## config.mk

```make
export PLATFORM = sky130hd
export DESIGN_NAME = pipe_ctrl_flat
export DESIGN_NICKNAME = d
export VERILOG_FILES = /design/src/rtl/pipe_ctrl_pkg.sv /design/src/rtl/pipe_ctrl_if.sv /design/src/rtl/pipe_ctrl_perf.sv /design/src/rtl/pipe_ctrl.sv /design/src/flat_wrapper.sv
export SDC_FILE = /design/constraint.sdc
export NUM_CORES = 1
export LEC_CHECK = 0
export ABC_AREA = 0
export CORE_MARGIN = 10
export CORE_UTILIZATION = 47
export DETAILED_ROUTE_END_ITERATION = 8
export PLACE_DENSITY = 0.87
export SETUP_SLACK_MARGIN = 0.4
export SYNTH_ARGS = -nofsm -noshare
export SYNTH_HDL_FRONTEND = slang
export SYNTH_SLANG_ARGS = --single-unit
```

## constraint.sdc

```tcl
create_clock -name clk -period 3.05 [get_ports clk]
set_input_delay 0.7625 -clock clk [delete_from_list [all_inputs] [get_ports clk]]
set_output_delay 0.7625 -clock clk [all_outputs]
set_load 0.02 [all_outputs]
```

## src/rtl/pipe_ctrl_pkg.sv

```systemverilog
// Shared pipeline-control encodings: jump causes, hold levels and bus widths.
package pipe_ctrl_pkg;

  localparam int unsigned JUMP_CAUSE_W = 3;
  localparam int unsigned HOLDPIP_W    = 2;

  typedef enum logic [JUMP_CAUSE_W-1:0] {
    JC_NO                 = 3'd0,
    JC_PREDICT_NO_BUT_YES = 3'd1,
    JC_PREDICT_YES_BUT_NO = 3'd2,
    JC_NOCONDITION        = 3'd3,
    JC_INTERRUPT          = 3'd4,
    JC_EXCEPTION          = 3'd5
  } jump_cause_e;

  typedef enum logic [HOLDPIP_W-1:0] {
    HOLD_NO  = 2'd0,
    HOLD_IF  = 2'd1,
    HOLD_ID  = 2'd2,
    HOLD_ALL = 2'd3
  } hold_e;

  function automatic logic is_mispredict(input jump_cause_e c);
    return (c == JC_PREDICT_NO_BUT_YES) || (c == JC_PREDICT_YES_BUT_NO);
  endfunction

endpackage

```

## src/rtl/pipe_ctrl_if.sv

```systemverilog
// Redirect/stall bundle between pipe_ctrl and the rest of the core.
// master: the flow controller; slave: EX/CSR/CLINT/LSU/PC side.
interface pipe_ctrl_if;
  import pipe_ctrl_pkg::*;

  jump_cause_e ex_jump_cause_i;
  logic [31:0] ex_jump_from_i;
  logic [31:0] ex_jump_to_i;
  logic        exc_req_i;
  logic [31:0] exc_pc_i;
  logic [31:0] exc_vec_i;
  logic        irq_req_i;
  logic [31:0] irq_pc_i;
  logic [31:0] irq_vec_i;
  logic        lsu_busy_i;
  logic        mem_stall_i;
  logic        div_busy_i;
  logic        if_stall_i;
  logic        jtag_halt_i;

  jump_cause_e jump_cause_o;
  logic [31:0] jump_from_addr_o;
  logic [31:0] jump_to_addr_o;
  hold_e       hold_flag_o;
  logic        flush_o;
  logic        trap_ack_o;
  logic        trap_is_irq_o;
  logic [31:0] trap_epc_o;

  modport master (
    input  ex_jump_cause_i, ex_jump_from_i, ex_jump_to_i,
    input  exc_req_i, exc_pc_i, exc_vec_i,
    input  irq_req_i, irq_pc_i, irq_vec_i,
    input  lsu_busy_i, mem_stall_i, div_busy_i, if_stall_i, jtag_halt_i,
    output jump_cause_o, jump_from_addr_o, jump_to_addr_o, hold_flag_o,
    output flush_o, trap_ack_o, trap_is_irq_o, trap_epc_o
  );

  modport slave (
    output ex_jump_cause_i, ex_jump_from_i, ex_jump_to_i,
    output exc_req_i, exc_pc_i, exc_vec_i,
    output irq_req_i, irq_pc_i, irq_vec_i,
    output lsu_busy_i, mem_stall_i, div_busy_i, if_stall_i, jtag_halt_i,
    input  jump_cause_o, jump_from_addr_o, jump_to_addr_o, hold_flag_o,
    input  flush_o, trap_ack_o, trap_is_irq_o, trap_epc_o
  );
endinterface

```

## src/rtl/pipe_ctrl_perf.sv

```systemverilog
// Performance counters for pipe_ctrl (mispredict cycles, stall cycles, traps).
// Only compiled when PIPE_CTRL_PERF_EN is defined.
`ifdef PIPE_CTRL_PERF_EN
module pipe_ctrl_perf (
  input  logic        clk,
  input  logic        rst_n,
  input  logic        mispredict_i,
  input  logic        stall_i,
  input  logic        trap_i,
  output logic [31:0] perf_mispredict_o,
  output logic [31:0] perf_stall_o,
  output logic [31:0] perf_trap_o
);
  logic [31:0] mis_q, mis_d, stall_q, stall_d, trap_q, trap_d;

  // Wrapping event counters
  always_comb begin
    mis_d   = mis_q   + (mispredict_i ? 32'd1 : 32'd0);
    stall_d = stall_q + (stall_i      ? 32'd1 : 32'd0);
    trap_d  = trap_q  + (trap_i       ? 32'd1 : 32'd0);
  end

  // Counter registers, cleared on reset
  always_ff @(posedge clk) begin
    if (!rst_n) begin
      mis_q   <= '0;
      stall_q <= '0;
      trap_q  <= '0;
    end else begin
      mis_q   <= mis_d;
      stall_q <= stall_d;
      trap_q  <= trap_d;
    end
  end

  assign perf_mispredict_o = mis_q;
  assign perf_stall_o      = stall_q;
  assign perf_trap_o       = trap_q;
endmodule
`endif

```

## src/rtl/pipe_ctrl.sv

```systemverilog
// Pipeline flow controller: arbitrates EX redirects, traps, debug halt and
// stalls into one PC/pipeline command. Trap entry runs DRAIN -> REDIRECT -> FLUSH.
// Optional counters enabled with `define PIPE_CTRL_PERF_EN.
module pipe_ctrl #(
  parameter int unsigned FLUSH_CYCLES  = 2,
  parameter int unsigned DRAIN_TIMEOUT = 15
) (
  input  logic        clk,
  input  logic        rst_n,
  pipe_ctrl_if.master bus
`ifdef PIPE_CTRL_PERF_EN
  ,
  output logic [31:0] perf_mispredict_o,
  output logic [31:0] perf_stall_o,
  output logic [31:0] perf_trap_o
`endif
);
  import pipe_ctrl_pkg::*;

  typedef enum logic [2:0] {S_RUN, S_DRAIN, S_REDIRECT, S_FLUSH, S_HALT} state_e;

  localparam logic [7:0] DRAIN_LAST = 8'(DRAIN_TIMEOUT - 1);
  localparam logic [2:0] FLUSH_LAST = 3'(FLUSH_CYCLES - 1);

  state_e      state_q, state_d;
  logic [7:0]  drain_cnt_q, drain_cnt_d;
  logic [2:0]  flush_cnt_q, flush_cnt_d;
  logic [31:0] epc_q, epc_d, vec_q, vec_d;
  logic        is_irq_q, is_irq_d;
  jump_cause_e cause_q, cause_d;
  logic [31:0] from_q, from_d, to_q, to_d;
  hold_e       hold_q, hold_d;
  logic        flush_q, flush_d, ack_q, ack_d;

  logic        br_fwd;
  hold_e       run_hold;

  // RUN-cycle branch forwarding and stall priority
  always_comb begin
    br_fwd = !bus.mem_stall_i && (bus.ex_jump_cause_i != JC_NO) && !bus.exc_req_i;
    if (bus.mem_stall_i)     run_hold = HOLD_ALL;
    else if (bus.div_busy_i) run_hold = HOLD_ID;
    else if (bus.if_stall_i) run_hold = HOLD_IF;
    else                     run_hold = HOLD_NO;
  end

  // Next state, trap latch and counters
  always_comb begin
    state_d     = state_q;
    drain_cnt_d = drain_cnt_q;
    flush_cnt_d = flush_cnt_q;
    epc_d       = epc_q;
    vec_d       = vec_q;
    is_irq_d    = is_irq_q;
    case (state_q)
      S_RUN: begin
        if (bus.exc_req_i) begin
          epc_d       = bus.exc_pc_i;
          vec_d       = bus.exc_vec_i;
          is_irq_d    = 1'b0;
          drain_cnt_d = '0;
          state_d     = S_DRAIN;
        end else if (bus.irq_req_i) begin
          // a forwarded same-cycle branch means the resume point is its target
          epc_d       = br_fwd ? bus.ex_jump_to_i : bus.irq_pc_i;
          vec_d       = bus.irq_vec_i;
          is_irq_d    = 1'b1;
          drain_cnt_d = '0;
          state_d     = S_DRAIN;
        end else if (bus.jtag_halt_i) begin
          state_d = S_HALT;
        end
      end
      S_DRAIN: begin
        if (!bus.lsu_busy_i || drain_cnt_q == DRAIN_LAST) begin
          drain_cnt_d = '0;
          state_d     = S_REDIRECT;
        end else begin
          drain_cnt_d = drain_cnt_q + 8'd1;
        end
      end
      S_REDIRECT: begin
        flush_cnt_d = '0;
        state_d     = S_FLUSH;
      end
      S_FLUSH: begin
        if (flush_cnt_q == FLUSH_LAST) begin
          flush_cnt_d = '0;
          state_d     = S_RUN;
        end else begin
          flush_cnt_d = flush_cnt_q + 3'd1;
        end
      end
      S_HALT: begin
        if (!bus.jtag_halt_i) begin
          flush_cnt_d = '0;
          state_d     = S_FLUSH;
        end
      end
      default: state_d = S_RUN;
    endcase
  end

  // Registered outputs for the state being entered
  always_comb begin
    cause_d = JC_NO;
    from_d  = '0;
    to_d    = '0;
    hold_d  = HOLD_NO;
    flush_d = 1'b0;
    ack_d   = 1'b0;
    case (state_d)
      S_DRAIN, S_HALT: hold_d = HOLD_ALL;
      S_REDIRECT: begin
        cause_d = is_irq_d ? JC_INTERRUPT : JC_EXCEPTION;
        from_d  = epc_d;
        to_d    = vec_d;
        ack_d   = 1'b1;
      end
      S_FLUSH: flush_d = 1'b1;
      default: ;
    endcase
  end

  // State, latched trap info, counters and registered outputs
  always_ff @(posedge clk) begin
    if (!rst_n) begin
      state_q     <= S_RUN;
      drain_cnt_q <= '0;
      flush_cnt_q <= '0;
      epc_q       <= '0;
      vec_q       <= '0;
      is_irq_q    <= 1'b0;
      cause_q     <= JC_NO;
      from_q      <= '0;
      to_q        <= '0;
      hold_q      <= HOLD_NO;
      flush_q     <= 1'b0;
      ack_q       <= 1'b0;
    end else begin
      state_q     <= state_d;
      drain_cnt_q <= drain_cnt_d;
      flush_cnt_q <= flush_cnt_d;
      epc_q       <= epc_d;
      vec_q       <= vec_d;
      is_irq_q    <= is_irq_d;
      cause_q     <= cause_d;
      from_q      <= from_d;
      to_q        <= to_d;
      hold_q      <= hold_d;
      flush_q     <= flush_d;
      ack_q       <= ack_d;
    end
  end

  // Output select: combinational path only in RUN, registered elsewhere
  always_comb begin
    if (state_q == S_RUN) begin
      bus.jump_cause_o     = br_fwd ? bus.ex_jump_cause_i : JC_NO;
      bus.jump_from_addr_o = br_fwd ? bus.ex_jump_from_i : '0;
      bus.jump_to_addr_o   = br_fwd ? bus.ex_jump_to_i : '0;
      bus.hold_flag_o      = run_hold;
      bus.flush_o          = 1'b0;
      bus.trap_ack_o       = 1'b0;
    end else begin
      bus.jump_cause_o     = cause_q;
      bus.jump_from_addr_o = from_q;
      bus.jump_to_addr_o   = to_q;
      bus.hold_flag_o      = hold_q;
      bus.flush_o          = flush_q;
      bus.trap_ack_o       = ack_q;
    end
    bus.trap_is_irq_o = ack_q & is_irq_q;
    bus.trap_epc_o    = ack_q ? epc_q : '0;
  end

`ifdef PIPE_CTRL_PERF_EN
  pipe_ctrl_perf u_perf (
    .clk               (clk),
    .rst_n             (rst_n),
    .mispredict_i      (is_mispredict(bus.jump_cause_o)),
    .stall_i           (bus.hold_flag_o != HOLD_NO),
    .trap_i            (bus.trap_ack_o),
    .perf_mispredict_o (perf_mispredict_o),
    .perf_stall_o      (perf_stall_o),
    .perf_trap_o       (perf_trap_o)
  );
`endif

endmodule

```

## src/flat_wrapper.sv

```systemverilog
// flat-port wrapper written by rule: the top's interface ports become plain ports
module pipe_ctrl_flat import pipe_ctrl_pkg::*;
#(
  parameter int unsigned FLUSH_CYCLES  = 2,
  parameter int unsigned DRAIN_TIMEOUT = 15
)
  (clk, rst_n, bus_ex_jump_cause_i, bus_ex_jump_from_i, bus_ex_jump_to_i, bus_exc_req_i, bus_exc_pc_i, bus_exc_vec_i, bus_irq_req_i, bus_irq_pc_i, bus_irq_vec_i, bus_lsu_busy_i, bus_mem_stall_i, bus_div_busy_i, bus_if_stall_i, bus_jtag_halt_i, bus_jump_cause_o, bus_jump_from_addr_o, bus_jump_to_addr_o, bus_hold_flag_o, bus_flush_o, bus_trap_ack_o, bus_trap_is_irq_o, bus_trap_epc_o);
  pipe_ctrl_if bus_i ();
  input  logic clk;
  input  logic rst_n;
  input wire logic [$bits(bus_i.ex_jump_cause_i)-1:0] bus_ex_jump_cause_i;
  input wire logic [$bits(bus_i.ex_jump_from_i)-1:0] bus_ex_jump_from_i;
  input wire logic [$bits(bus_i.ex_jump_to_i)-1:0] bus_ex_jump_to_i;
  input wire logic [$bits(bus_i.exc_req_i)-1:0] bus_exc_req_i;
  input wire logic [$bits(bus_i.exc_pc_i)-1:0] bus_exc_pc_i;
  input wire logic [$bits(bus_i.exc_vec_i)-1:0] bus_exc_vec_i;
  input wire logic [$bits(bus_i.irq_req_i)-1:0] bus_irq_req_i;
  input wire logic [$bits(bus_i.irq_pc_i)-1:0] bus_irq_pc_i;
  input wire logic [$bits(bus_i.irq_vec_i)-1:0] bus_irq_vec_i;
  input wire logic [$bits(bus_i.lsu_busy_i)-1:0] bus_lsu_busy_i;
  input wire logic [$bits(bus_i.mem_stall_i)-1:0] bus_mem_stall_i;
  input wire logic [$bits(bus_i.div_busy_i)-1:0] bus_div_busy_i;
  input wire logic [$bits(bus_i.if_stall_i)-1:0] bus_if_stall_i;
  input wire logic [$bits(bus_i.jtag_halt_i)-1:0] bus_jtag_halt_i;
  output wire logic [$bits(bus_i.jump_cause_o)-1:0] bus_jump_cause_o;
  output wire logic [$bits(bus_i.jump_from_addr_o)-1:0] bus_jump_from_addr_o;
  output wire logic [$bits(bus_i.jump_to_addr_o)-1:0] bus_jump_to_addr_o;
  output wire logic [$bits(bus_i.hold_flag_o)-1:0] bus_hold_flag_o;
  output wire logic [$bits(bus_i.flush_o)-1:0] bus_flush_o;
  output wire logic [$bits(bus_i.trap_ack_o)-1:0] bus_trap_ack_o;
  output wire logic [$bits(bus_i.trap_is_irq_o)-1:0] bus_trap_is_irq_o;
  output wire logic [$bits(bus_i.trap_epc_o)-1:0] bus_trap_epc_o;
  assign bus_i.ex_jump_cause_i = bus_ex_jump_cause_i;
  assign bus_i.ex_jump_from_i = bus_ex_jump_from_i;
  assign bus_i.ex_jump_to_i = bus_ex_jump_to_i;
  assign bus_i.exc_req_i = bus_exc_req_i;
  assign bus_i.exc_pc_i = bus_exc_pc_i;
  assign bus_i.exc_vec_i = bus_exc_vec_i;
  assign bus_i.irq_req_i = bus_irq_req_i;
  assign bus_i.irq_pc_i = bus_irq_pc_i;
  assign bus_i.irq_vec_i = bus_irq_vec_i;
  assign bus_i.lsu_busy_i = bus_lsu_busy_i;
  assign bus_i.mem_stall_i = bus_mem_stall_i;
  assign bus_i.div_busy_i = bus_div_busy_i;
  assign bus_i.if_stall_i = bus_if_stall_i;
  assign bus_i.jtag_halt_i = bus_jtag_halt_i;
  assign bus_jump_cause_o = bus_i.jump_cause_o;
  assign bus_jump_from_addr_o = bus_i.jump_from_addr_o;
  assign bus_jump_to_addr_o = bus_i.jump_to_addr_o;
  assign bus_hold_flag_o = bus_i.hold_flag_o;
  assign bus_flush_o = bus_i.flush_o;
  assign bus_trap_ack_o = bus_i.trap_ack_o;
  assign bus_trap_is_irq_o = bus_i.trap_is_irq_o;
  assign bus_trap_epc_o = bus_i.trap_epc_o;
  pipe_ctrl #(.FLUSH_CYCLES(FLUSH_CYCLES), .DRAIN_TIMEOUT(DRAIN_TIMEOUT)) u_core (.clk(clk), .rst_n(rst_n), .bus(bus_i));
endmodule
```

Word level (Yosys, flattened, before mapping)

Cells that the tools add are included.

Bits in registers: 150
Bits in latches: 0
Bits in writable memories: 0
ROM bits: 0
Input bits: 204
Output and inout port bits: 104
Word-level logic and storage cells: 82
Memories kept: 0

$add $sub $neg: 2
Multipliers: 0
Divide/modulo/power cells: 0
$lt $le $gt $ge: 0
Equal/unequal tests: 12
Shifts and indexed selects: 0
Multiplexer cells: 41
Bitwise operators: 1
Reduce and logical (&&, ||, !) cells: 14

Operator list:

| kind                | number |
|---|---|
| $mux 32             | 12 |
| $mux 3              | 10 |
| $mux 8              | 3 |
| $pmux 8 s2          | 1 |
| $pmux 3 s5          | 1 |
| $eq 3x2->1 const B  | 4 |
| $eq 3x1->1 const B  | 3 |
| $mux 1              | 9 |
| $pmux 3 s3          | 1 |
| $add 8x1->8 const B | 1 |
| $eq 8x4->1 const B  | 1 |
| $mux 2              | 4 |
| $eq 3x3->1 const B  | 2 |
| $reduce_and 2->1    | 3 |
| $reduce_bool 3->1   | 2 |
| $add 3x1->3 const B | 1 |
| $logic_not 1->1     | 3 |
| $logic_not 3->1     | 1 |
| $ne 3x3->1 const B  | 1 |
| $logic_and 1x1->1   | 2 |
| $ne 2x2->1 const B  | 1 |
| $reduce_bool 2->1   | 1 |
| $reduce_or 2->1     | 1 |
| $and 1x1->1         | 1 |
| $logic_or 1x1->1    | 1 |

Depth between registers and ports, before layout

Gate-level depths: netlist of run 1.

Depth in word-level cells: 7
Depth in mapped cells: 8
Gate-level depth less buffers: 6

Worst setup path after synthesis of run 1

No wires, ideal clock.

Kind: input to output
Start point: input bus_exc_req_i
End point: output bus_jump_to_addr_o[10]
Data arrival time: 2,055 ps
Data required time: 2,288 ps
Slack: 232 ps
Stages: 5
Path buffers: 2
Path through: buf_2 -> nor2_2 -> clkbuf_1 -> nand3_1 -> o21ai_0

Word-level cells in the longest chain between the ends: 4

RTL lines:

| item               | RTL line           | RTL |
|---|---|---|
| start: declaration | flat_wrapper.sv:14 | `input wire logic [$bits(bus_i.exc_req_i)-1:0] bus_exc_req_i;` |
| $logic_not 1->1    | pipe_ctrl.sv:40    | `br_fwd = !bus.mem_stall_i && (bus.ex_jump_cause_i != JC_NO) && !bus.exc_req_i;` |
| $logic_and 1x1->1  | pipe_ctrl.sv:40    |  |
| $mux 32            | pipe_ctrl.sv:161   | `bus.jump_to_addr_o = br_fwd ? bus.ex_jump_to_i : '0;` |
| $mux 32            | pipe_ctrl.sv:158   | `if (state_q == S_RUN) begin` |
| end: declaration   | flat_wrapper.sv:27 | `output wire logic [$bits(bus_i.jump_to_addr_o)-1:0] bus_jump_to_addr_o;` |

Every way passes these cells.

Worst setup path in the final report of run 1

Start point: input bus_exc_req_i
End point: output bus_jump_from_addr_o[29]

Word-level cells in the longest chain between the ends: 4

RTL lines:

| item              | RTL line           | RTL |
|---|---|---|
| $logic_not 1->1   | pipe_ctrl.sv:40    |  |
| $logic_and 1x1->1 | pipe_ctrl.sv:40    |  |
| $mux 32           | pipe_ctrl.sv:160   | `bus.jump_from_addr_o = br_fwd ? bus.ex_jump_from_i : '0;` |
| $mux 32           | pipe_ctrl.sv:158   |  |
| end: declaration  | flat_wrapper.sv:26 | `output wire logic [$bits(bus_i.jump_from_addr_o)-1:0] bus_jump_from_addr_o;` |

Every way passes these cells.

==> results of run 1 <==
[worst reg2reg max path: stages (launching register included)]
cell and delay [ns]:
dfxtp_1 0.34, buf_4 0.21, nor3b_1 0.52, nand4_4 0.52
buf_4 0.38, a21oi_1 0.18
[placed cells by master, fill, tap and decap left out, types with 36 or more instances in the layout]
cell,synthesis,layout
a21oi_1,37,37
a22oi_1,65,65
a31oi_1,36,36
and2_1,71,71
buf_4,3,89
clkdlybuf4s50_1,0,212
dfxtp_1,148,147
nand2_1,109,101
nor2b_1,71,71
o21ai_0,69,37
[where the power goes]
part / switching [mW] / total, mW / internal, mW
clock: 0.805 / 2.21 / 1.40
sequential: 0.0677 / 2.14 / 2.07
combinational: 0.988 / 1.84 / 0.855
[sequential cells by signal, indices dropped and copies added, names as in the netlist]
name and count:
u_core.is_irq_q 1, u_core.to_q 32, u_core.state_q 3, u_core.vec_q 32, u_core.flush_q 1, u_core.cause_q 2, u_core.from_q 32, u_core.flush_cnt_q 3
u_core.hold_q 1, u_core.ack_q 1, u_core.epc_q 32, u_core.drain_cnt_q 8
[worst min path at each step]
stage	end
after floorplan	u_core.drain_cnt_q[7]
after global placement	u_core.drain_cnt_q[7]
after detailed placement	u_core.drain_cnt_q[7]
after CTS	u_core.flush_cnt_q[2]
after global routing	u_core.flush_cnt_q[2]
final	u_core.flush_cnt_q[2]
[cells by family (layout without fill, tap and decap cells)]
| group | count (synthesis) | in the layout |
|---|---|---|
| compound gates | 316 | 316 |
| xor+xnor | 2 | 2 |
| fa+ha+maj | 2 | 2 |
| buf+inv | 92 | 428 |
| flops | 148 | 148 |
| other cells | 0 | 3 |
| simple gates | 360 | 360 |
[layer usage]
metal / part of all wire, % / track usage [%] / vias to the layer above
li1: - / - / 3902
met1: 36 / 35.13 / 4067
met5: 0 / 0 / -
met3: 9.3 / 7.544 / 149
met2: 47 / 50.53 / 634
met4: 7.0 / 21.08 / 0
[layout make-up]
class	count	area share, %
tap	211	2.156
inverter	7	0.2145
antenna	3	0.06130
clock buffer	21	3.760
timing repair buffer	390	31.96
sequential	148	24.20
clock inverter	10	1.267
multi-input combinational	680	36.38
[per-stage QoR]
stage | cell area, µm² | cells | utilization (%) | hold WS, ns | setup TNS [ns]
2_1_floorplan | 7451 | 920 | - | 0.4321 | 0
3_3_place_gp | 11000 | 1416 | 72.11 | 0.4504 | -20.00
3_5_place_dp | 11000 | 1416 | 72.11 | 0.4612 | -21.62
4_1_cts | 11940 | 1464 | 78.25 | 0.4877 | 0
5_1_grt | 12250 | 1470 | 80.26 | 0.5029 | 0
6_report | 12250 | 1470 | 80.26 | 0.4814 | 0
[what timing repair did]
item,4_1_cts,5_1_grt
gates cloned,8,0
pin swaps,18,16
gates resized for setup,388,91
endpoints found under the setup margin,97,84
setup buffers,9,3
==> impl_metrics.tcl, run 1 <==
set metrics [dict create \
    synth_commonest_cells "148 x dfxtp_1, 109 x nand2_1, 71 x and2_1, 71 x nor2b_1" \
    p_leak_nw 5.118 \
    avgSynthCellArea_um2 7.989 \
    clk_latency_ns 0.43 \
    n_fill_cell 954 \
    path_delay_family "buffers and inverters" \
    cts_max_path_buffers 2 \
    multi_input_area_mm2 0.004456 \
    syn_area_mm2 0.007350 \
    cts.htree.levels 4 \
    worstMarginPinSlew_ns 0.8117 \
    fin_ws_ns 0.3050 \
    port_buffers 307 \
    cts_tree "built" \
    crit_slowest_cell "or2_4" \
    grt_max_degree 85 \
    finalSetupViolCount 0 \
    die_x_um 145.1 \
    worstSetupPathType "input port to primary output" \
    min_period_over_period_pct 90.00 \
    vias 8752 \
    place_congestion 0.9009 \
    seq_area_mm2 0.002964 \
    yosysMostFrequentCell "dfxtp_1" \
    start_kind "input port" \
    ys_seq_elements 148 \
    drt-initial-drc-count 1009 \
    synth_mux_area_share_pct 0 \
    vias_per_cell 5.954 \
    r2r_slack_ns 0.83 \
    yosys.area_share.xor_xnor_pct 0.2383 \
    status "completed" \
    syn_to_final_growth_pct 66.63 \
    p_total_mw 6.184 \
    nets 1450 \
    drc 0 \
    cp-end-kind "primary output" \
    drive_gt1_share_pct 22.53 \
    yosysTopAreaCellShare_pct 40.31 \
    slew_viol_final 0 \
    critPathMaxStageDelay_ns 0.27 \
    synth_compound_area_share_pct 27.03 \
    skew_ns 0.006973 \
    whs_path_depth 1 \
    hold_viol_final 0 \
    place_hpwl_um 22860 \
    rr_worst_depth 5 \
    crit_chain "buf_8, or2_4, nor2_4, buf_6, buf_6, buf_12, nand3_2, nand2_2, buf_6" \
    cpMostUsedCell "buf_6" \
    drt-pass1-iter-count 8 \
    die_h_um 145.1 \
    die_area_mm2 0.02104 \
    power_density_mw_per_mm2 505.0 \
    ant_nets 0 \
    synth_cell_type_count 44 \
    drv_cap 0 \
    first_global_vias 8561 \
    grt_antenna_before_repair 3 \
    synth_seq_area_share_pct 40.31 \
    ys.flop_type "dfxtp_1" \
    crit_buf_inv 5 \
    hold_buffers 0 \
    synth_top_family_by_area "compound AO/OA/AOI/OAI gates" \
    grt_pass1_wl_um 51780 \
    synth_edf_count 0 \
    wl_per_cell_um 23.78 \
    postSynthCellCount 920 \
    rsz0062_at_grt "yes" \
    rr_startpoint "u_core.state_q[0]" \
    drt_wl_total_um 34950 \
    worst-endpoint-required_ns 2.29 \
    finalCriticalPeriod_ns 2.745 \
    cts_root_buffer "clkbuf_16" \
    fmax_ghz 0.3643 \
    crit_fanout 8 \
    synth_top_area_cell "dfxtp_1" \
    clk_transition_reported_paths_ns 0.06 \
    hold_start "u_core.flush_cnt_q[2]" \
    synthArstFlopShare_pct 0 \
    startpoint "bus_exc_req_i" \
    initial_core_util_pct 48.17 \
    cts.sinks 148 \
    yosys-top-cells-area "dfxtp_1 40%, a22oi_1 6.6%, and2_1 6.0%" \
    place_ws_ns -0.4367 \
    arrival_ns 1.98 \
    ios 308 \
    crit_cells 9 \
    ir_worst_vdd_mv 0.3915 \
    core.rowCount 45 \
    cts-buffers-inserted 17 \
    synth-simple-area-share_pct 26.20 \
    slew_headroom_pct 45.89 \
    r2r-end "u_core.from_q[3]" \
    worstSetupEndpoint "bus_jump_from_addr_o[29]" \
    grtUsageTotal_pct 30.95 \
    synth_nets 1126 \
    hp-class "flop to flop" \
    synthAdderAreaFrac_pct 0.3405 \
    gr-total-overflow 0 \
    synth.yosys.warnings 0 \
    core_area_mm2 0.01526 \
]
Power figures use the tool's default switching activity.
==> inputs of run 2 (changes only) <==
--- a/config.mk
+++ b/config.mk
@@ -7,10 +7,11 @@
 export LEC_CHECK = 0
 export ABC_AREA = 0
 export CORE_MARGIN = 10
-export CORE_UTILIZATION = 47
+export CORE_UTILIZATION = 46
 export DETAILED_ROUTE_END_ITERATION = 8
-export PLACE_DENSITY = 0.87
+export PLACE_DENSITY = 0.86
 export SETUP_SLACK_MARGIN = 0.4
 export SYNTH_ARGS = -nofsm -noshare
 export SYNTH_HDL_FRONTEND = slang
+export SYNTH_HIERARCHICAL = 1
 export SYNTH_SLANG_ARGS = --single-unit
==> run 2 against run 1 <==
Cell count is 2.8% higher. Register-to-register slack worse by 0.14 ns. Sequential share of layout area hardly changed. Setup slack worse by 0.028 ns. Sequential cell count unchanged. Die area rose by 0.87%. Utilization is 0.23 points lower. Clock skew is 0.00080 ns higher. Area after synthesis fell by 1.1%. Hold slack lost 0.0078 ns.
==> impl_metrics.tcl, run 2 <==
set metrics [dict create \
    rsz0062_at_grt "yes" \
    skew_ns 0.007775 \
    cts_root_buffer "clkbuf_16" \
    grtUsageMet3_pct 7.917 \
    drv_cap 0 \
    yosysMostFrequentCell "dfxtp_1" \
    r2r_slack_ns 0.69 \
    drive_gt1_share_pct 23.75 \
    slew_viol_final 0 \
    layout_common_cells "230 x clkdlybuf4s50_1, 148 x dfxtp_1, 82 x buf_4" \
    grt_busiest_layer "met2" \
    worstSetupPathType "input port to primary output" \
    power_density_mw_per_mm2 528.3 \
    initial_core_util_pct 47.44 \
    r2r-end "u_core/to_q[7]" \
    ios 308 \
    final_common_cell "clkdlybuf4s50_1" \
    core_area_mm2 0.01531 \
    n_fill_cell 1004 \
    timing.hold.ws_ns 0.4735 \
    syn_area_mm2 0.007266 \
    path_delay_family "buffers and inverters" \
    grt.met2_usage_pct 49.98 \
    grt_max_degree 42 \
    die_area_mm2 0.02122 \
    clk_latency_ns 0.43 \
    cts.sinks 148 \
    synth.yosys.warnings 6 \
    place_congestion 0.8959 \
    first_global_vias 8513 \
    hp-class "flop to flop" \
    critPathMaxStageDelay_ns 0.27 \
    cts-buffers-inserted 17 \
    crit_chain "buf_6, buf_6, nor3_4, nor2_4, buf_6, buf_12, buf_16, nand3_2, nand2_1, buf_6" \
    slew_headroom_pct 63.03 \
    gr-total-overflow 0 \
    whs_path_depth 2 \
    place_hpwl_um 22320 \
    rr_worst_depth 9 \
    ant_nets 0 \
    wl_per_cell_um 23.54 \
    die_h_um 145.7 \
    synth_seq_area_share_pct 40.78 \
    die_x_um 145.7 \
    yosys-top-cells-area "dfxtp_1 41%, nand2_1 5.6%, nand3_1 4.8%" \
    place_ws_ns -0.3953 \
    cp-end-kind "primary output" \
    synth_top_area_cell "dfxtp_1" \
    fmax_ghz 0.3606 \
    avgSynthCellArea_um2 7.608 \
    finalSetupViolCount 0 \
    ir_worst_vdd_mv 0.3978 \
    rr_startpoint "u_core/state_q[1]" \
    vias 9224 \
    start_kind "input port" \
    min_period_over_period_pct 90.91 \
    status "completed" \
    grt_pass1_wl_um 49650 \
    drt-initial-drc-count 1151 \
    hold_viol_final 0 \
    postSynthCellCount 955 \
    p_leak_nw 4.794 \
    clk_transition_reported_paths_ns 0.06 \
    drc 0 \
    arrival_ns 2.01 \
    synth_commonest_cells "148 x dfxtp_1, 108 x nand2_1, 78 x nor2_1" \
    worst-endpoint-required_ns 2.29 \
    core.rowCount 45 \
    whs_endpoint "u_core/is_irq_q" \
    crit_slowest_cell "nor3_4" \
    crit_buf_inv 6 \
    vias_per_cell 6.105 \
    yosysTopAreaCellShare_pct 40.78 \
    grt_antenna_before_repair 3 \
    met1_usage_pct 32.64 \
    drt-pass1-iter-count 8 \
    ys_seq_elements 148 \
    cts_max_path_buffers 2 \
    worstMarginPinSlew_ns 0.5538 \
    synth_edf_count 0 \
    synth_nets 1161 \
    fin_ws_ns 0.2772 \
    cts.htree.levels 4 \
    grtUsageTotal_pct 29.16 \
    port_buffers 307 \
    final_cells 1511 \
    hold_buffers 0 \
    syn_to_final_growth_pct 68.69 \
    hold_start "u_core/is_irq_q" \
    placed_cells 1453 \
    cts_tree "built" \
    drt_wl_total_um 35560 \
    synthArstFlopShare_pct 0 \
    crit_fanout 8 \
    ys.flop_type "dfxtp_1" \
    nets 1491 \
    synth_cell_type_count 50 \
    cpMostUsedCell "buf_6" \
    finalCriticalPeriod_ns 2.773 \
]
[run 2: tightest hold or removal path, cell delays in order (launching register included)]
cell and delay, ns:
dfxtp_1 0.31, nand2_1 0.06, a21oi_1 0.06
[run 2: worst max path at each step]
stage	cells after the start	to	slack (ns)	start
after floorplan	5	bus_jump_to_addr_o[10]	0.40	bus_exc_req_i
after global placement	6	bus_jump_to_addr_o[30]	-0.36	bus_ex_jump_cause_i[1]
after detailed placement	7	bus_jump_from_addr_o[2]	-0.40	bus_exc_req_i
after CTS	7	bus_jump_from_addr_o[24]	0.32	u_core/state_q[0]
after global routing	10	bus_jump_from_addr_o[13]	0.24	bus_ex_jump_cause_i[1]
final	10	bus_jump_from_addr_o[13]	0.28	bus_ex_jump_cause_i[1]
[run 2: layout make-up]
type | instances | area [µm²] | share of cell area (%)
diodes | 3 | 7.507 | 0.06125
clock buffers | 19 | 432.9 | 3.532
clock inverters | 12 | 182.7 | 1.490
inverters | 36 | 135.1 | 1.102
multi-input cells | 680 | 4250 | 34.68
flip-flops and latches | 148 | 2963 | 24.17
well taps | 211 | 264.0 | 2.154
repair buffers | 402 | 4021 | 32.81
[run 2: cell families after synthesis]
group	count (synthesis)	share of synthesized area, %
AND/OR/NAND/NOR	390	26.19
AO/OA/AOI/OAI	287	25.38
adder cells (fa/ha/maj)	2	0.3444
flip-flops	148	40.78
buffers and inverters	128	7.301
[run 2: per-stage QoR]
| step | area, µm² | util [%] | power, mW | setup TNS, ns |
|---|---|---|---|---|
| finish | 12260 | 80.03 | 6.475 | 0 |
| global route | 12260 | 80.03 | 6.682 | 0 |
| CTS | 11710 | 76.45 | 6.240 | 0 |
| detailed placement | 10940 | 71.42 | 3.943 | -23.24 |
| global placement | 10940 | 71.42 | 3.897 | -21.14 |
| floorplan | 7266 | - | 3.152 | 0 |
[run 2: timing repair]
item,CTS,global route
cloned,6,2
pin swaps,28,58
setup buffers,11,5
resized for setup,375,134
endpoints found under the setup margin,77,60
[run 2: layer usage]
metal | vias to the layer above | part of all wire [%] | wire length [µm]
met5 | - | 0 | 0
met4 | 0 | 5.0 | 1781
met3 | 136 | 10 | 3720
met2 | 672 | 49 | 17360
met1 | 4318 | 36 | 12700
li1 | 4098 | - | -
[run 2: where the power goes]
| part | switching, mW | internal (mW) | total (mW) |
|---|---|---|---|
| clock | 0.844 | 1.37 | 2.21 |
| sequential | 0.0859 | 2.10 | 2.18 |
| combinational | 1.19 | 0.897 | 2.08 |
| total | 2.12 | 4.36 | 6.48 |
==> inputs of run 3 (changes only) <==
==> constraint.sdc (replaced) <==
create_clock -name clk -period 3.05 [get_ports clk]
set_input_delay 0.4575 -clock clk [delete_from_list [all_inputs] [get_ports clk]]
set_output_delay 0.4575 -clock clk [all_outputs]
set_load 0.02 [all_outputs]
==> run 3 against run 2 <==
Die area unchanged. Setup slack better by 0.14 ns. Highest routed layer unchanged. Critical endpoint is now bus_jump_to_addr_o[9]. Largest power group is now registers. Register-to-register slack worse by 0.07 ns. Sequential cell count unchanged. Largest cell class unchanged. Clock-buffer cell count up 1. First-iteration DRC count down 21%.
==> impl_metrics.tcl, run 3 (synthesis results as in run 2) <==
set metrics [dict create \
    grt_pass1_wl_um 46160 \
    hold_start "u_core/is_irq_q" \
    combPwrFrac_pct 28.8 \
    grt_max_degree 58 \
    hp-class "flop to flop" \
    worstMarginPinSlew_ns 0.9969 \
    vias_per_cell 5.764 \
    switching_share_pct 31.90 \
    grt_antenna_before_repair 1 \
    hold_viol_final 0 \
    cts_max_path_buffers 2 \
    finalSetupViolCount 0 \
    cts_root_buffer "clkbuf_16" \
    core.rowCount 45 \
    die_x_um 145.7 \
    drt_wl_total_um 30290 \
    ios 308 \
    drc 0 \
    die_area_mm2 0.02122 \
    cts.sinks 148 \
    wl_per_cell_um 20.87 \
    ant_nets 0 \
    slew_viol_final 0 \
    gr-total-overflow 0 \
    cts-buffers-inserted 17 \
    switching_power_mw 1.894 \
    place_ws_ns 0.1032 \
    drt-pass1-iter-count 6 \
    p_int_mw 4.042 \
    syn_to_final_growth_pct 53.50 \
    crit_slowest_cell "clkdlybuf4s50_1" \
    fin_ws_ns 0.4198 \
    drive_gt1_share_pct 9.605 \
    ir_worst_vdd_mv 0.3907 \
    worstSetupPathType "input port to primary output" \
    cts.htree.levels 4 \
    status "completed" \
    whs_path_depth 2 \
    skew_ns 0.007855 \
    critPathMaxStageDelay_ns 0.45 \
    whs_endpoint "u_core/is_irq_q" \
    crit_fanout 32 \
    slew_headroom_pct 33.54 \
    fmax_ghz 0.3802 \
    clk_latency_ns 0.42 \
    cts_tree "built" \
    vias 8363 \
    place_hpwl_um 22180 \
    p_total_mw 5.936 \
    drt-initial-drc-count 909 \
    final_common_cell "clkdlybuf4s50_1" \
    finalCriticalPeriod_ns 2.630 \
    start_kind "input port" \
    cp-end-kind "primary output" \
    crit_chain "clkdlybuf4s50_1, or3_1, buf_12, nand3_1, o21ai_0, dlygate4sd2_1" \
    core_area_mm2 0.01531 \
    nets 1432 \
    worst-endpoint-required_ns 2.59 \
    arrival_ns 2.17 \
    layout_common_cells "235 x clkdlybuf4s50_1, 144 x dfxtp_1, 108 x nand2_1" \
    first_global_vias 7926 \
    p_leak_nw 4.516 \
    initial_core_util_pct 47.44 \
    power_frac_clock_pct 34.4 \
    power_density_mw_per_mm2 532.3 \
    tns_ns 0 \
    rr_worst_depth 7 \
    place_congestion 0.9316 \
    rsz0062_at_grt "no" \
    port_buffers 307 \
    min_period_over_period_pct 86.24 \
    drv_cap 0 \
    die_h_um 145.7 \
    n_fill_cell 1203 \
    r2r-end "u_core/to_q[14]" \
    pwr-share-seq_pct 36.8 \
    grtUsageTotal_pct 27.11 \
    rr_startpoint "u_core/drain_cnt_q[0]" \
    r2r_slack_ns 0.62 \
    clk_transition_reported_paths_ns 0.06 \
]
## run 3: changes by cell type in the layout (fill, tap and decap cells not counted), moves of 12 or more
cell,delta
buf_2,-20
buf_4,-58
buf_6,-45
clkbuf_2,+20
dlygate4sd2_1,+46
nand2_1,+35
nand2_2,-35
nand3_1,+30
nand3_2,-20
o21ai_0,+30
o21ai_1,-17
o21ai_2,-12
## run 3: layout make-up
| class | count | area (µm²) | area share [%] |
|---|---|---|---|
| Multi-Input combinational cell | 679 | 3845 | 34.47 |
| Timing Repair Buffer | 344 | 3361 | 30.13 |
| Sequential cell | 148 | 2968 | 26.61 |
| Clock buffer | 20 | 446.7 | 4.005 |
| Tap cell | 211 | 264.0 | 2.367 |
| Inverter | 36 | 135.1 | 1.212 |
| Clock inverter | 12 | 131.4 | 1.178 |
| Antenna cell | 1 | 2.502 | 0.02244 |
## run 3: worst max path at each step
stage | startpoint | endpoint | slack (ns) | depth (start not counted)
finish | bus_ex_jump_cause_i[0] | bus_jump_to_addr_o[9] | 0.42 | 6
global route | bus_ex_jump_cause_i[0] | bus_jump_to_addr_o[24] | 0.40 | 6
CTS | bus_ex_jump_cause_i[1] | bus_jump_to_addr_o[16] | 0.14 | 6
detailed placement | bus_ex_jump_cause_i[1] | bus_jump_to_addr_o[16] | 0.10 | 6
global placement | bus_ex_jump_cause_i[0] | bus_jump_to_addr_o[18] | 0.1 | 6
floorplan | bus_exc_req_i | bus_jump_to_addr_o[10] | 0.86 | 5
## run 3: critical path: cells and delay by family
kind | cells | cell delay (ns)
compound gates | 1 | 0.09
buf+inv | 3 | 0.97
simple gates | 2 | 0.62
## run 3: what timing repair did
action	in CTS	in global routing
cloned	1	0
gates resized for setup	74	53
pin swaps	1	1
buffers inserted	2	0
hold buffers	0	0
setup endpoints to repair	71	50
## run 3: metal layers
layer  routed length, µm  GRT usage [%]  share of wire, %
met1               12200          34.30                40
met2               14130          43.02                47
met3                2925          6.240               9.7
met4                1032          12.03               3.4
met5                   0              0                 0
## run 3: metrics by stage
step / hold slack [ns] / utilization, % / std cells / cell area, µm²
floorplan: 0.4450 / - / 955 / 7266
global placement: 0.4577 / 69.64 / 1415 / 10670
detailed placement: 0.4703 / 69.64 / 1415 / 10670
CTS: 0.4781 / 73.19 / 1450 / 11210
global route: 0.5297 / 72.83 / 1451 / 11150
finish: 0.4725 / 72.83 / 1451 / 11150
## run 3: power groups by stage
stage	registers [mW]	logic (mW)	clock network, mW
2_1_floorplan	2.19	0.957	0
3_3_place_gp	2.21	1.67	0
3_5_place_dp	2.22	1.69	0
4_1_cts	2.18	1.70	2.07
5_1_grt	2.20	1.84	2.15
6_report	2.18	1.71	2.04
